--- src/rtl/vga_timing_gen.sv ---
// VGA raster timing: pixel divider, h/v counters, registered sync/enable and strobes.
// Latency: decoded outputs are registered from next-state counters (zero skew to h_cnt/v_cnt).
// Backpressure: none; free-running, only reset stops the raster.
module vga_timing_gen #(
    parameter int unsigned H_SYNC_PULSE  = 96,
    parameter int unsigned H_BACK_PORCH  = 48,
    parameter int unsigned H_PERIOD      = 640,
    parameter int unsigned H_FRONT_PORCH = 16,
    parameter int unsigned V_SYNC_PULSE  = 2,
    parameter int unsigned V_BACK_PORCH  = 33,
    parameter int unsigned V_PERIOD      = 480,
    parameter int unsigned V_FRONT_PORCH = 10,
    parameter int unsigned CLK_DIV       = 2,
    parameter bit          SYNC_POL      = 1'b0
) (
    input  logic        clk,
    input  logic        rst_n,
    output logic [11:0] h_cnt,
    output logic [11:0] v_cnt,
    output logic        hsync,
    output logic        vsync,
    output logic        enable,
    output logic        pix_tick,
    output logic        line_tick,
    output logic        frame_tick
);

    localparam int unsigned H_TOTAL = H_SYNC_PULSE + H_BACK_PORCH + H_PERIOD + H_FRONT_PORCH;
    localparam int unsigned V_TOTAL = V_SYNC_PULSE + V_BACK_PORCH + V_PERIOD + V_FRONT_PORCH;
    localparam int unsigned DIV_W   = (CLK_DIV > 1) ? $clog2(CLK_DIV) : 1;

    localparam logic [DIV_W-1:0] DIV_LAST = DIV_W'(CLK_DIV - 1);
    localparam logic [11:0] H_LAST    = 12'(H_TOTAL - 1);
    localparam logic [11:0] V_LAST    = 12'(V_TOTAL - 1);
    localparam logic [11:0] H_SYNC_W  = 12'(H_SYNC_PULSE);
    localparam logic [11:0] V_SYNC_W  = 12'(V_SYNC_PULSE);
    localparam logic [11:0] H_ACT_LO  = 12'(H_SYNC_PULSE + H_BACK_PORCH);
    localparam logic [11:0] H_ACT_HI  = 12'(H_SYNC_PULSE + H_BACK_PORCH + H_PERIOD - 1);
    localparam logic [11:0] V_ACT_LO  = 12'(V_SYNC_PULSE + V_BACK_PORCH);
    localparam logic [11:0] V_ACT_HI  = 12'(V_SYNC_PULSE + V_BACK_PORCH + V_PERIOD - 1);

    // Raster dimensions must fit the 12-bit counters; the divider needs at least one clock per pixel.
    generate
        if (H_TOTAL > 4096 || V_TOTAL > 4096) begin : g_bad_total
            $error("vga_timing_gen: H_TOTAL/V_TOTAL exceed 4096");
        end
        if (CLK_DIV < 1) begin : g_bad_div
            $error("vga_timing_gen: CLK_DIV must be >= 1");
        end
    endgenerate

    logic [DIV_W-1:0] div_q, div_d;
    logic [11:0]      h_q, h_d;
    logic [11:0]      v_q, v_d;
    logic             pix_q, pix_d;
    logic             hs_q, hs_d;
    logic             vs_q, vs_d;
    logic             en_q, en_d;
    logic             lt_q, lt_d;
    logic             ft_q, ft_d;
    logic             h_wrap;

    // Next-state: divider, raster counters, and decodes taken from the next counter values.
    always_comb begin
        div_d  = (div_q == DIV_LAST) ? '0 : div_q + DIV_W'(1);
        // pix_tick is registered so it stays low while in reset even when CLK_DIV is 1.
        pix_d  = (div_d == DIV_LAST);
        h_wrap = pix_q && (h_q == H_LAST);
        h_d    = h_q;
        v_d    = v_q;
        if (pix_q) begin
            h_d = h_wrap ? 12'd0 : h_q + 12'd1;
            if (h_wrap) begin
                v_d = (v_q == V_LAST) ? 12'd0 : v_q + 12'd1;
            end
        end
        hs_d = (h_d < H_SYNC_W) ? SYNC_POL : ~SYNC_POL;
        vs_d = (v_d < V_SYNC_W) ? SYNC_POL : ~SYNC_POL;
        en_d = (h_d >= H_ACT_LO) && (h_d <= H_ACT_HI) &&
               (v_d >= V_ACT_LO) && (v_d <= V_ACT_HI);
        lt_d = h_wrap;
        ft_d = h_wrap && (v_q == V_LAST);
    end

    // State and output registers; reset forces the raster origin and idle outputs at once.
    always_ff @(posedge clk or negedge rst_n) begin
        if (!rst_n) begin
            div_q <= '0;
            h_q   <= '0;
            v_q   <= '0;
            pix_q <= 1'b0;
            hs_q  <= SYNC_POL;
            vs_q  <= SYNC_POL;
            en_q  <= 1'b0;
            lt_q  <= 1'b0;
            ft_q  <= 1'b0;
        end else begin
            div_q <= div_d;
            h_q   <= h_d;
            v_q   <= v_d;
            pix_q <= pix_d;
            hs_q  <= hs_d;
            vs_q  <= vs_d;
            en_q  <= en_d;
            lt_q  <= lt_d;
            ft_q  <= ft_d;
        end
    end

    assign h_cnt      = h_q;
    assign v_cnt      = v_q;
    assign hsync      = hs_q;
    assign vsync      = vs_q;
    assign enable     = en_q;
    assign pix_tick   = pix_q;
    assign line_tick  = lt_q;
    assign frame_tick = ft_q;

endmodule

--- config.mk ---
export PLATFORM = sky130hd
export DESIGN_NAME = vga_timing_gen
export DESIGN_NICKNAME = d
export VERILOG_FILES = /design/src/rtl/vga_timing_gen.sv
export SDC_FILE = /design/constraint.sdc
export NUM_CORES = 1
export LEC_CHECK = 0
export ABC_AREA = 1
export BUFFER_PORTS_ARGS = -buffer_cell sky130_fd_sc_hd__clkbuf_2
export CAP_MARGIN = 20
export CORE_ASPECT_RATIO = 0.5
export CORE_MARGIN = 10
export CORE_UTILIZATION = 40
export CTS_BUF_LIST = sky130_fd_sc_hd__clkbuf_2
export DETAILED_ROUTE_END_ITERATION = 12
export PLACE_DENSITY = 0.62
export SYNTH_ARGS = -nofsm -noshare
export SYNTH_HDL_FRONTEND = slang
export SYNTH_SLANG_ARGS = --single-unit
--- constraint.sdc ---
create_clock -name clk -period 1.7 [get_ports clk]
set_input_delay 0.17 -clock clk [delete_from_list [all_inputs] [get_ports clk]]
set_output_delay 0.17 -clock clk [all_outputs]
set_load 0.005 [all_outputs]
# == Word level (Yosys, flattened, before mapping) ==
# Cells that the tools add are included.
# totals
ff_bits,30
input_bits,2
output_inout_bits,30
elab_cells,32
# op_classes
addsub,3
n_lt_le_gt_ge,6
eq_ne,2
mux,8
reduce_logical,5
# ops
op,n
12-bit 2-to-1 mux,5
"12-bit by 1-bit adder with 12-bit output, second input constant",2
"12-bit by 10-bit == test with 1-bit output, second input constant",2
"12-bit by 10-bit <= comparator with 1-bit output, second input constant",2
"12-bit by 6-bit >= comparator with 1-bit output, second input constant",1
"12-bit by 8-bit >= comparator with 1-bit output, second input constant",1
"12-bit by 2-bit < comparator with 1-bit output, second input constant",1
"12-bit by 7-bit < comparator with 1-bit output, second input constant",1
1-bit logical AND,5
1-bit 2-to-1 mux,3
"1-bit adder, second input constant",1

# == Longest topological paths before layout ==
# Gate-level depths: netlist (run 1).
# logic_depth
depth_word,8
depth_mapped,15
mapped_depth_nobuf,14

# == Least setup slack after synthesis (run 1) ==
# No wires, ideal clock.
# synth_timing
path_kind,register -> register
startpoint,register h_q[0] (netlist: h_cnt[0])
endpoint,register en_q (netlist: enable)
setup_time_ps,117
t_arrival_ps,1697
t_required_ps,1583
slack_ps,-113
path_stages_with_launch,14
n_path_buf,1
period_less_slack_ps,1813
cell_sequence,dfrtp_1 ha_1 nand3_2 nor2_4 inv_2 nor2_4 buf_6 nand3_1 nand2_1 nand2_1 nor2_1 nand2_1 nor2_1 nor2_1
# synth_between
elab_chain_len,8
elab_cells_between_ends,14
classes_between,add/sub: 1; order compare: 4; eq/ne: 1; mux: 4; reduce/logical: 4
# synth_rtl
item,line_no,rtl
"start, declared",53,"logic [11:0] h_q, h_d;"
"start signal, assigned",89,h_q <= '0;
"start signal, assigned",99,h_q <= h_d;
branches (longest 7 deep; another with 12-bit by 1-bit adder with 12-bit output),--,
1-bit logical AND *,80,(v_d >= V_ACT_LO) && (v_d <= V_ACT_HI);
net en_d,58,"logic en_q, en_d;"
"end signal, assigned",104,en_q <= en_d;
"end, declared",58,
# Mark *: on every way through the listed nets, which the timed path passes.

# == Worst setup path in the final report (run 1) ==
# layout_timing
startpoint,register h_q[5] (netlist: h_cnt[5])
endpoint,register v_q[4] (netlist: v_cnt[4])
# layout_between
elab_chain_len,4
# layout_rtl
item,line_no,rtl
12-bit by 10-bit == test with 1-bit output,68,h_wrap = pix_q && (h_q == H_LAST);
1-bit logical AND,68,
12-bit 2-to-1 mux,73,if (h_wrap) begin
12-bit 2-to-1 mux,71,if (pix_q) begin
net v_d[4],54,"logic [11:0] v_q, v_d;"
"end signal, assigned",100,v_q <= v_d;
"end, declared",54,
# The timed path passes the listed nets, and every way through them passes these cells.

==> out/metrics.cfg, run 1 <==
[cts]
numCtsBuffers=5
cts.sinks=30
cts_tree=yes
insertion_delay_ps=400
cts_htree_levels=2
cts_root_buffer=clkbuf_2
cts.path.max_buffers=2
clk_pin_slew_ps=200

[worst_setup_path]
crit_arrival_ps=2180
ff2ff_setup_slack_ps=-150
slowest_stage=dfrtp_1
endpoint_kind=register
cp-start-kind=register
worst_r2r_path_depth=12
crit_type=reg -> reg
r2r_end=v_cnt[4]
path_cells=inv_2 -> nand3_2 -> buf_4 -> nor2_4 -> buf_12 -> nand3_1 -> nand2_1 -> nand3_2 -> buf_4 -> buf_4 -> buf_4 -> inv_1
r2r-start=h_cnt[5]
cp_max_fo=8
slowest_delay_ps=470
critical-path-top-cell-by-count=buf_4
cp.required_ps=2030

[sta]
tightest_slew_ps=762
finalCritPeriodShare_pct=109
slew_headroom_pct=49.2
slew_violations=0
max_freq_ghz=0.540
hold_viol=0
setup_slack_ps=-151
setup_viol=4
rsz0062_at_grt=yes
period_needed_ps=1850
clock_skew_ps=26.8

[cells_and_area]
register_area_um2=756
layout-drive-gt1-share_pct=46.9
fin_util_pct=66.7
fill_cells=367
area.growth.synth_to_final_pct=60.7
final_common_cell=buf_4
multi_input_area_mm2=0.00112
nets=390
antenna_cells=0
stdcell_count=443
layout_common_cells=75 x buf_4, 68 x nand2_1, 41 x inv_1, 37 x clkbuf_2, 26 x dfrtp_1

[logic_synthesis]
synth_cell_types=23
synthCells=268
ys_seq_elements=30
ys_warn_count=0
synth.avg_cell_area_um2=6.86
netlist_area_mm2=0.00184
yosys.area.top_type=dfrtp_1
syn_nets=273
synth_area_leaders=dfrtp_1 41%, nand2_1 17%, inv_1 9.6%
netlist.area_leader.share_pct=40.8
ys_seq_area_share_pct=40.8

[global_routing]
grt_pass1_wl_um=9830
gr-total-overflow=0
grt_max_degree=31
grtUsageTotal_pct=15.6
grt_pass1_vias=2136
antenna_found_initial=0

[drt]
top_layer=met4
drtIter0Drc=133
met1_length_um=2700
dr_wl_met2_um=2970
wire_per_inst_um=13.8
viasPerCell=4.93
via_count=2183
dr_wl_met3_um=353
wirelength_um=6100
firstDrtPassIters=4
drc=0
drtAntennaViolNets=0

[floorplanning]
row_count=17
die-area_mm2=0.00787
start_util_pct=41.5
die_h_um=67.9
core_area_mm2=0.00442
num_io_pins=32
die_w_um=116

[pwr]
cellLeakagePower_nw=1.69
irDropWorstVdd_mv=0.242
cellPowerDensity_mw_per_mm2=375

[hold_path]
hp-class=in -> async

[placement]
numPortBuffers=31
dp.final_hpwl_um=4180
place_inst=417
place_congestion=0.870

[run]
maxCapViolations=0

[status]
outcome=finished, violations left
violations=negative setup slack

==> final cells by class <==
cell class	instances	share of cell area (%)
multi-input combinational	188	38.0
timing repair buffer	111	26.5
sequential	30	25.6
inverter	49	6.23
tap	57	2.42
clock buffer	6	1.02
clock inverter	2	0.297
==> worst max-delay path by stage <==
stage               startpoint  endpoint  cells past startpoint  slack (ps)
finish                h_cnt[5]  v_cnt[4]                     12        -150
global route          v_cnt[6]    enable                     13        -350
CTS                   v_cnt[0]    enable                     14        -100
detailed placement    h_cnt[5]    enable                     13        -150
global placement      h_cnt[5]    enable                     13        -130
floorplan             h_cnt[0]    enable                     13        -100
==> cell usage after synthesis <==
library cell  instances
xnor2_1               1
a211o_1               1
nand3_2               3
buf_6                 1
nor2_2                2
nand3b_1              2
nand4_1               7
xor2_1                1
and2_1                1
a21oi_1               4
nor2_1               32
o21ai_0               2
ha_1                  3
inv_2                 2
nand2_2               4
or2_2                 1
nor3_1                4
inv_1                47
nand2_1              82
o21bai_1              1
dfrtp_1              30
nand3_1              34
nor2_4                3
==> critical path, delay by kind of cell (launching register included) <==
kind                   cells  cell delay [ps]
and+or+nand+nor            5              500
buffers and inverters      7              830
DFF                        1              470
==> what timing repair did <==
item | CTS | global route
setup endpoints to repair | 3 | 7
pin swaps | 12 | 17
endpoints found under the hold margin | 30 | 0
setup buffers | 6 | 12
hold buffers | 1 | 0
gates resized for setup | 25 | 38
==> stage by stage <==
| step | worst slack, ps | total power, mW | setup TNS (ps) | hold slack [ps] | cell area (µm²) |
|---|---|---|---|---|---|
| floorplan | -102 | 0.727 | -160 | -126 | 1850 |
| finish | -151 | 1.11 | -430 | 339 | 2950 |
| CTS | -103 | 1.11 | -106 | 370 | 2740 |
| detailed placement | -146 | 0.743 | -263 | 283 | 2540 |
| global route | -350 | 1.15 | -1110 | 429 | 2950 |
| global placement | -134 | 0.743 | -265 | 275 | 2540 |
==> state kept, by name, indices dropped and copies added (netlist names) <==
signal and cells:
enable 1, frame_tick 1, h_cnt 12, hsync 1, line_tick 1, pix_tick 1, v_cnt 12, vsync 1
==> logic make-up (layout without fill, tap and decap cells) <==
| logic type | Yosys count | after routing | share of synthesized area (%) |
|---|---|---|---|
| AO/OA/AOI/OAI | 8 | 8 | 2.52 |
| XOR/XNOR | 2 | 2 | 0.953 |
| adder cells (fa/ha/maj) | 3 | 3 | 2.04 |
| buffers and inverters | 50 | 168 | 10.6 |
| flip-flops | 30 | 30 | 40.8 |
| AND/OR/NAND/NOR | 175 | 175 | 43.0 |
==> power by group <==
group	leakage [nW]	internal [mW]	switching (mW)
Clock	0.0304	0.101	0.276
Sequential	0.399	0.714	0
Combinational	1.26	0.00226	0.0140
==> per-layer routing <==
| metal | global-route usage [%] | up-vias |
|---|---|---|
| met1 | 19.0 | 1051 |
| li1 | - | 1065 |
| met5 | 0 | - |
| met2 | 26.6 | 60 |
| met4 | 6.35 | 0 |
| met3 | 3.75 | 7 |
(Power assumes the default switching activity.)
==> run 2: changes to the inputs <==
==> constraint.sdc (replaced) <==
create_clock -name clk -period 1.7 [get_ports clk]
set_input_delay 0.34 -clock clk [delete_from_list [all_inputs] [get_ports clk]]
set_output_delay 0.34 -clock clk [all_outputs]
set_load 0.005 [all_outputs]
==> out/metrics.cfg, run 2 (same netlist as run 1, synthesis figures left out) <==
[run]
maxCapViolations=0

[worst_setup_path]
crit_arrival_ps=2170
path_cells=inv_1 -> ha_1 -> nand2_1 -> nor2_2 -> nand2_1 -> nor2_2 -> nand2_2 -> nand3_1 -> nand2_1 -> nor2_1 -> nor2_1 -> nor2_1 -> nor2_1
ff2ff_setup_slack_ps=-150
r2r-start=v_cnt[0]
cp_max_fo=4
critical-path-top-cell-by-count=nor2_1
worst_r2r_path_depth=13
cp.required_ps=2020
slowest_stage=dfrtp_1
cp-start-kind=register
slowest_delay_ps=440
endpoint_kind=register
r2r_end=enable
crit_type=reg -> reg

[cts]
cts_htree_levels=2
cts.sinks=30
cts_root_buffer=clkbuf_2
cts.path.max_buffers=2
cts_tree=yes
insertion_delay_ps=390
numCtsBuffers=5
clk_pin_slew_ps=180

[floorplanning]
die_w_um=116
row_count=17
die-area_mm2=0.00787
start_util_pct=41.5
die_h_um=67.9
core_area_mm2=0.00442
num_io_pins=32

[sta]
setup_viol=3
hold_viol=0
max_freq_ghz=0.539
tightest_slew_ps=445
period_needed_ps=1850
slew_headroom_pct=70.3
finalCritPeriodShare_pct=109
clock_skew_ps=22.8
setup_slack_ps=-155
setup-tns-final_ps=-227
slew_violations=0
rsz0062_at_grt=yes

[pwr]
pwr-share-clk_pct=33.6
p_sw_uw=287
cellPowerDensity_mw_per_mm2=398
cellLeakagePower_nw=1.64
power_frac_seq_pct=64.4
comb_power_share_pct=2.0
p_sw_share_pct=25.9
intPower_uw=822
irDropWorstVdd_mv=0.273

[drt]
via_count=2081
firstDrtPassIters=5
met1_length_um=2530
viasPerCell=4.78
dr_wl_met3_um=365
drtIter0Drc=117
wirelength_um=5610
wire_per_inst_um=12.9
drc=0
top_layer=met4
drtAntennaViolNets=0
dr_wl_met2_um=2610

[placement]
place_area_mm2=0.00256
dp.final_hpwl_um=4270
place_congestion=0.894
numPortBuffers=31

[global_routing]
gr-total-overflow=0
antenna_found_initial=0
grt_pass1_vias=1977
grtUsageTotal_pct=14.5
grt_max_degree=17
grt_pass1_wl_um=9050

[cells_and_area]
nets=382
layout-drive-gt1-share_pct=39.4
area.growth.synth_to_final_pct=51.7
layout_common_cells=73 x nand2_1, 65 x buf_4, 46 x inv_1, 37 x clkbuf_2, 30 x dfrtp_1
fin_util_pct=63.0
final_common_cell=nand2_1
antenna_cells=0
stdcell_area_mm2=0.00279

[status]
violations=negative setup slack
outcome=finished, violations left

[hold_path]
hp-class=in -> async

[run 2: cell types whose count changed in the layout (fill, tap and decap cells not counted), sizes merged]
| cell | previous run | this run |
|---|---|---|
| buf | 79 | 71 |
[run 2: timing repair]
| action | CTS | global route |
|---|---|---|
| hold buffers | 1 | 0 |
| pin swaps | 10 | 12 |
| endpoints found under the setup margin | 3 | 9 |
| cloned | 0 | 0 |
| resized for setup | 15 | 16 |
| hold endpoints to repair | 14 | 0 |
| buffers inserted | 2 | 7 |
[run 2: critical path, delay by kind of cell, from the launching register on]
family | cells | cell delay (ps)
and+or+nand+nor | 11 | 1100
DFF | 1 | 440
adders and majority gates | 1 | 150
buffers and inverters | 1 | 100
[run 2: cell type report]
type,count,area [µm²]
clock inverters,2,8.76
flip-flops and latches,30,751
well taps,57,71.3
inverters,49,184
fillers,389,1640
repair buffers,103,738
clock buffers,6,30.0
multi-input cells,188,1000
[run 2: worst max-delay path by stage]
stage | startpoint | end | slack (ps) | cells past startpoint
global route | h_cnt[1] | enable | -330 | 14
global placement | h_cnt[5] | enable | -130 | 13
CTS | h_cnt[1] | enable | -130 | 14
detailed placement | h_cnt[1] | enable | -140 | 13
finish | v_cnt[0] | enable | -150 | 13
floorplan | h_cnt[0] | enable | -100 | 13
[run 2: through the flow]
step                      hold WS, ps  power, mW  setup slack, ps  cells
after CTS                         395       1.12             -132    429
after detailed placement          304      0.749             -142    418
after global routing              419       1.16             -327    435
after global placement            294      0.748             -133    418
final                             397       1.11             -155    435
after floorplan                  44.4      0.727             -102    268
[run 2: power by group through the flow]
stage               combinational [mW]  sequential (mW)  clock (mW)
finish                          0.0224            0.714       0.372
global route                    0.0261            0.715       0.418
CTS                             0.0238            0.714       0.380
detailed placement              0.0223            0.727           0
global placement                0.0214            0.727           0
floorplan                  0.000000695            0.727           0
[run 2: metal layers]
metal  track usage [%]  up-vias
li1                  -     1047
met1              17.8      953
met2              24.3       70
met3              3.66       11
met4              5.57        0
met5                 0        -
